**src/rtl/hazard_unit.sv**
```systemverilog
`default_nettype none
// ============================================================================
// Module   : hazard_unit
// Purpose  : Forwarding, stall/flush control, data-memory wait watchdog and
//            saturating stall/flush event counters for the 5-stage ARM core.
// Revision : 1.0
// ============================================================================
module hazard_unit #(
    parameter int TIMEOUT = 255,
    parameter int CW      = 16
) (
    input  logic          clk,
    input  logic          reset,
    input  logic [3:0]    RA1D,
    input  logic [3:0]    RA2D,
    input  logic [3:0]    RA1E,
    input  logic [3:0]    RA2E,
    input  logic [3:0]    WA3E,
    input  logic [3:0]    WA3M,
    input  logic [3:0]    WA3W,
    input  logic          RegWriteM,
    input  logic          RegWriteW,
    input  logic          MemtoRegE,
    input  logic          BranchTakenE,
    input  logic          PCWrPendingF,
    input  logic          PCSrcW,
    input  logic          MemReqM,
    input  logic          MemReadyM,
    input  logic          CountClr,
    output logic [1:0]    ForwardAE,
    output logic [1:0]    ForwardBE,
    output logic          StallF,
    output logic          StallD,
    output logic          StallE,
    output logic          StallM,
    output logic          FlushD,
    output logic          FlushE,
    output logic          FlushW,
    output logic          MemTimeout,
    output logic [CW-1:0] StallCycles,
    output logic [CW-1:0] FlushCycles
);

    localparam logic [0:0]    S_IDLE    = 1'b0;
    localparam logic [0:0]    S_WAIT    = 1'b1;
    localparam logic [15:0]   c_timeout = 16'(TIMEOUT);
    localparam logic [CW-1:0] c_cntMax  = '1;

    logic        w_m1m, w_m1w, w_m2m, w_m2w;
    logic        w_ldrStall, w_memStall;
    logic [0:0]  r_state, w_nextState;
    logic [15:0] r_waitCnt, w_waitCntNext;
    logic        r_memTimeout;
    logic [CW-1:0] r_stallCycles, r_flushCycles;

    // R15 is the PC and is never forwarded
    assign w_m1m = (RA1E == WA3M) && (RA1E != 4'hF);
    assign w_m1w = (RA1E == WA3W) && (RA1E != 4'hF);
    assign w_m2m = (RA2E == WA3M) && (RA2E != 4'hF);
    assign w_m2w = (RA2E == WA3W) && (RA2E != 4'hF);

    assign w_ldrStall = MemtoRegE && ((RA1D == WA3E) || (RA2D == WA3E));
    assign w_memStall = MemReqM && !MemReadyM;

    always_comb begin
        ForwardAE = 2'b00;
        ForwardBE = 2'b00;
        StallF    = 1'b0;
        StallD    = 1'b0;
        StallE    = 1'b0;
        StallM    = 1'b0;
        FlushD    = 1'b1;
        FlushE    = 1'b1;
        FlushW    = 1'b1;
        if (!reset) begin
            if (w_m1m && RegWriteM)      ForwardAE = 2'b10;
            else if (w_m1w && RegWriteW) ForwardAE = 2'b01;
            if (w_m2m && RegWriteM)      ForwardBE = 2'b10;
            else if (w_m2w && RegWriteW) ForwardBE = 2'b01;
            StallF = w_ldrStall || PCWrPendingF || w_memStall;
            StallD = w_ldrStall || w_memStall;
            StallE = w_memStall;
            StallM = w_memStall;
            // A frozen pipeline must not lose instructions to a flush
            FlushD = !w_memStall && (PCWrPendingF || PCSrcW || BranchTakenE);
            FlushE = !w_memStall && (w_ldrStall || BranchTakenE);
            FlushW = w_memStall;
        end
    end

    always_comb begin
        w_nextState   = r_state;
        w_waitCntNext = r_waitCnt;
        case (r_state)
            S_IDLE: begin
                if (w_memStall) begin
                    w_nextState   = S_WAIT;
                    w_waitCntNext = 16'd1;
                end else begin
                    w_waitCntNext = 16'd0;
                end
            end
            default: begin
                if (w_memStall) begin
                    w_waitCntNext = (r_waitCnt >= c_timeout) ? c_timeout : r_waitCnt + 16'd1;
                end else begin
                    w_nextState   = S_IDLE;
                    w_waitCntNext = 16'd0;
                end
            end
        endcase
    end

    always_ff @(posedge clk) begin
        if (reset) begin
            r_state      <= S_IDLE;
            r_waitCnt    <= 16'd0;
            r_memTimeout <= 1'b0;
        end else begin
            r_state   <= w_nextState;
            r_waitCnt <= w_waitCntNext;
            // Sets once TIMEOUT consecutive stalled cycles have elapsed
            if (w_memStall && (w_waitCntNext == c_timeout))
                r_memTimeout <= 1'b1;
        end
    end

    always_ff @(posedge clk) begin
        if (reset || CountClr) begin
            r_stallCycles <= '0;
            r_flushCycles <= '0;
        end else begin
            if (StallF && (r_stallCycles != c_cntMax))
                r_stallCycles <= r_stallCycles + 1'b1;
            if (FlushE && (r_flushCycles != c_cntMax))
                r_flushCycles <= r_flushCycles + 1'b1;
        end
    end

    assign MemTimeout  = r_memTimeout;
    assign StallCycles = r_stallCycles;
    assign FlushCycles = r_flushCycles;

endmodule
`default_nettype wire

```
**config.mk**
```make
export PLATFORM = sky130hd
export DESIGN_NAME = hazard_unit
export DESIGN_NICKNAME = d
export VERILOG_FILES = /design/src/rtl/hazard_unit.sv
export SDC_FILE = /design/constraint.sdc
export NUM_CORES = 1
export LEC_CHECK = 0
export ABC_CLOCK_PERIOD_IN_PS = 1970
export BUFFER_PORTS_ARGS = -buffer_cell sky130_fd_sc_hd__buf_2
export CORE_MARGIN = 4
export CORE_UTILIZATION = 46
export DETAILED_ROUTE_END_ITERATION = 7
export PLACE_DENSITY = 0.77
export SYNTH_ARGS = -nofsm -noshare
export SYNTH_HDL_FRONTEND = slang
export SYNTH_SLANG_ARGS = --single-unit
```
**constraint.sdc**
```tcl
create_clock -name clk -period 1.97 [get_ports clk]
set_input_delay 0.394 -clock clk [delete_from_list [all_inputs] [get_ports clk]]
set_output_delay 0.394 -clock clk [all_outputs]
set_load 0.005 [all_outputs]
```
[Yosys cells after proc, flatten, opt, wreduce, memory -nomap -nowiden]
Index checks and enable logic that the tools add are counted.
Storage, ports and cells
  register bits after elaboration: 50
  bits of input ports: 39
  output and inout bits: 44
Cells by class
  add/sub/neg operators: 3
  order comparisons: 1
  equality and inequality tests: 11
  mux-type cells: 17
  reduce and logical (&&, ||, !) cells: 25
Operators with widths (number)
  $add A16 B1 Y16 const B: 3
  $mux W16: 3
  $ne A16 B16 Y1 const B: 2
  $eq A4 B4 Y1: 6
  $eq A16 B8 Y1 const B: 1
  $ge A16 B8 Y1 const B: 1
  $logic_and A1 B1 Y1: 15
  $mux W1: 10
  $logic_or A1 B1 Y1: 8
  $mux W2: 4
  $ne A4 B4 Y1 const B: 2
  $logic_not A1 Y1: 2

[Logic depth before layout (Yosys ltp)]
  word-level depth: 7
  mapped depth: 9
  depth with buffers taken out: 7

[Least setup slack after synthesis]
Ideal clock, no wire load.
  kind: reg2reg
  from: reg r_stallCycles[6] (netlist: StallCycles[6])
  to: reg r_stallCycles[1] (netlist: StallCycles[1])
  library setup time: 129 ps
  arrival: 1762 ps
  setup slack: 79 ps
  stages on the path, launching flop included: 9
  buffers on the path: 2
  period minus slack after synthesis: 1891 ps
  path through: dfxtp_1 and4_4 nand4_4 or3_4 o211ai_4 buf_8 buf_12 mux2i_1 nor2_1
On the way
  word-level cells in the longest chain between the ends: 2
RTL lines
  start, declared: RTL line 54  | logic [CW-1:0] r_stallCycles, r_flushCycles;
  start signal, assigned: RTL line 134  | r_stallCycles <= r_stallCycles + 1'b1;
  $ne A16 B16 Y1: RTL line 133  | if (StallF && (r_stallCycles != c_cntMax))
  $logic_and A1 B1 Y1: RTL line 133
Every way passes these cells.
A chain may end at the register's enable or synchronous reset.

[Worst setup path in the final report]
  from: in WA3E[3]
  to: out StallF
On the way
  word-level cells in the longest chain between the ends: 6
  elaborated cells between the ends (all ways): 7
RTL lines
  start, declared: RTL line 18  | input logic [3:0] WA3E,
  $eq A4 B4 Y1: RTL line 62  | assign w_ldrStall = MemtoRegE && ((RA1D == WA3E) || (RA2D == WA3E));
  $logic_or A1 B1 Y1 *: RTL line 62
  $logic_and A1 B1 Y1 *: RTL line 62
  $logic_or A1 B1 Y1 * (2 in a row): RTL line 80  | StallF = w_ldrStall || PCWrPendingF || w_memStall;
  $mux W1 *: RTL line 75  | if (!reset) begin
  end, declared: RTL line 32  | output logic StallF,
Mark *: on every way between the ends. The rest lies on a longest branch, timed or not.

==> impl_results.md <==
* DR pass1 iterations at 6
* Core area at 5610 um^2
* WL final at slightly above 7000 um
* Peak VDD IR at between 300 and 400 uV
* Count of final max-slew check failures at 0
* Antenna diodes at 0
* Top FF cell, synth: dfxtp_1
* Ports at 83
* Startpoint Class: input port
* Post-Syn Area at around 2700 um^2
* Worst hold margin at 475 ps
* Clock transition at path regs at 90 ps
* TritonCTS clock tree: done
* Crit path DAT at roughly 1500 ps
* Skew final at just under 10 ps
* Starting Density at slightly below 50%
* Clock Sink Count at 50
* Die X at around 85 um
* CTS Hold Bufs at 0
* Endpoints failing hold at 0
* Post-Place Cell Area at 3390 um^2
* Placer congestion estimate at slightly below 0.8
* Vias in the first global route at between 2000 and 3000
* Max_cap viols at 0
* 1st-iter DRT viols at slightly below 100
* Final design area excluding fillers at 3650 um^2
* Max Clk Rate at 0.516 GHz
* # rows at 27
* Flops & latches, synth at 50
* Leakage at about 1.6 nW
* Slowest stage delay, CP at around 270 ps
* Final worst path period need at ~1900 ps
* Height of the die at around 85 um
* Top Family by Delay on Critical Path: buffers and inverters
* Avg Vias per Cell at 5.53
* Crit-path max FO at 3
* P&R area growth vs syn at 35.1%
* # H-tree levels at 2
* Worst slew pin tran at approximately 620 ps
* CP endpoint kind: primary output
* Share of cells above drive strength 1 at about a third
* Vias at 2822
* First-pass GRT wire length at roughly 12000 um
* Hold Crit Class: reg2reg
* R2R Setup Slk at around 110 ps
* Worst-Skew Late Latency at 300 ps
* Seq/Total Area, Yosys at a little under two fifths
* Fill cells at 513
* Input/output buffers at 82
* Setup violators final at 0
* Post-route DRC at 0
* Fin nets at roughly 480
* Syn Area/Cell at ~8.4 um^2
* Status: completed
* DPL Wire Length at about 5300 um
* Wire per inst at 14.2 um
* Synth area leaders: dfxtp_1, a21oi_1, xnor2_1
* Critical path, cell by cell: buf_6, xnor2_2, nand4_1, a21boi_2, buf_4, nor2_4, nor2_1, buf_2
* Kind of critical path: in2out
* Top cell type's share of synthesized area at a little under two fifths
* Post-synth EDFFs at 0
* Num CTS Buffers at 5
* Total gr overflow at 0
* Largest net degree at the start of global routing at 25
* Antenna Nets Post-Route at 0
* Clock Tree Buf Depth at 2
* Final Cycle Share at ~100%
* Root Driver: clkbuf_8
* GRT Overall Usage at just under 20%
* Worst path slowest cell: a21boi_2
* Critical path data required time at between 1500 and 2000 ps
* Rel. slew slack at 58.0%
* Ys async rst share at 0%
* Largest area contributor in the netlist: dfxtp_1
* P per Cell Area at roughly 560 nW/um^2
* Most common cell in the synthesized netlist: dfxtp_1
* Buf/Inv on CP at 3
* Cell variety after synth at 55
* Synth warn at 0
* Die area at a little over 7000 um^2
* Initial antenna violation count at 0
* Cells after Synth at between 300 and 400
* Most common library cells after synthesis: dfxtp_1, a21oi_1, nor2_1
stage by stage:
stage / TNS, ps / utilization [%] / power (mW) / setup WS (ps) / cells
finish: 0 / 65.1 / 2.04 / 32.1 / 510
global route: -52.8 / 65.1 / 2.12 / -38.7 / 510
CTS: 0 / 62.4 / 2.02 / 48.7 / 507
detailed placement: -868 / 60.5 / 1.31 / -89.0 / 499
global placement: -71.3 / 60.5 / 1.30 / -32.6 / 499
floorplan: 0 / - / 1.19 / 79.3 / 329
worst paths after layout:
check,from,to,depth (start not counted)
max,WA3E[3],StallF,8
min reg2reg,MemTimeout$_SDFFE_PP0P_,MemTimeout$_SDFFE_PP0P_,2
max reg2reg,StallCycles[0]$_SDFFE_PP0P_,StallCycles[7]$_SDFFE_PP0P_,7
min,MemTimeout$_SDFFE_PP0P_,MemTimeout$_SDFFE_PP0P_,2
worst min-delay path, delay by kind of cell, from the launching register on:
| kind | cells | cell delay [ps] |
|---|---|---|
| AOI/OAI and AO/OA | 1 | 60 |
| buffers and inverters | 1 | 50 |
| DFF | 1 | 330 |
placed cells by master (no fill, tap or decap), types with 4 or more instances in the layout:
cell / count
nor2_1: 22
and3_1: 11
conb_1: 8
clkbuf_8: 5
nand2_1: 20
buf_2: 75
a21oi_1: 28
buf_6: 8
inv_1: 5
buf_4: 30
xor2_1: 13
dfxtp_1: 47
a31o_2: 4
o21ai_1: 6
and4_1: 5
xnor2_1: 5
o21ai_0: 13
xnor2_2: 8
o31ai_1: 8
nor4_1: 5
nand4_1: 15
or4_1: 9
nand3_1: 18
a31oi_1: 5
or3_1: 11
power breakdown:
group,switching (mW),internal (mW)
Sequential,0.00736,1.03
Combinational,0.143,0.147
Clock,0.344,0.374
Total,0.494,1.55
area by class of cell:
cell class	instances	area [um^2]	share of cell area [%]
Multi-Input combinational cell	259	1700	46.4
Timing Repair Buffer	115	731	20.0
Tap cell	72	90.1	2.47
Clock inverter	3	40.0	1.10
Inverter	6	22.5	0.616
Clock buffer	5	68.8	1.88
Sequential cell	50	1000	27.5
sequential cells by signal (all words and copies together), names as in the netlist:
name and flops:
MemTimeout 1, r_waitCnt 16, FlushCycles 16, r_state 1, StallCycles 16
cell families (layout without fill, tap and decap cells):
family          after synthesis  after routing  share of synthesized area [%]
mux                           1              1                          0.370
compound gates               81             81                           18.9
fa+ha+maj                     3              3                           1.39
xor+xnor                     26             26                           8.42
simple gates                140            140                           29.6
other cells                   1              8                          0.139
buf+inv                      20            129                           4.12
flops                        50             50                           37.0
layer usage:
| metal | part of all wire, % | vias up | global-route usage, % |
|---|---|---|---|
| met5 | 0 | - | 0 |
| met4 | 0.92 | 0 | 6.04 |
| met3 | 4.8 | 7 | 3.53 |
| met2 | 51 | 64 | 34.4 |
| met1 | 44 | 1329 | 23.4 |
| li1 | - | 1422 | - |
what timing repair did:
| item | CTS | global route |
|---|---|---|
| hold endpoints to repair | 0 | 0 |
| setup buffers | 0 | 3 |
| endpoints found under the setup margin | 0 | 6 |
| resized for setup | 0 | 29 |
No activity file was read; power rests on OpenSTA's default activity.
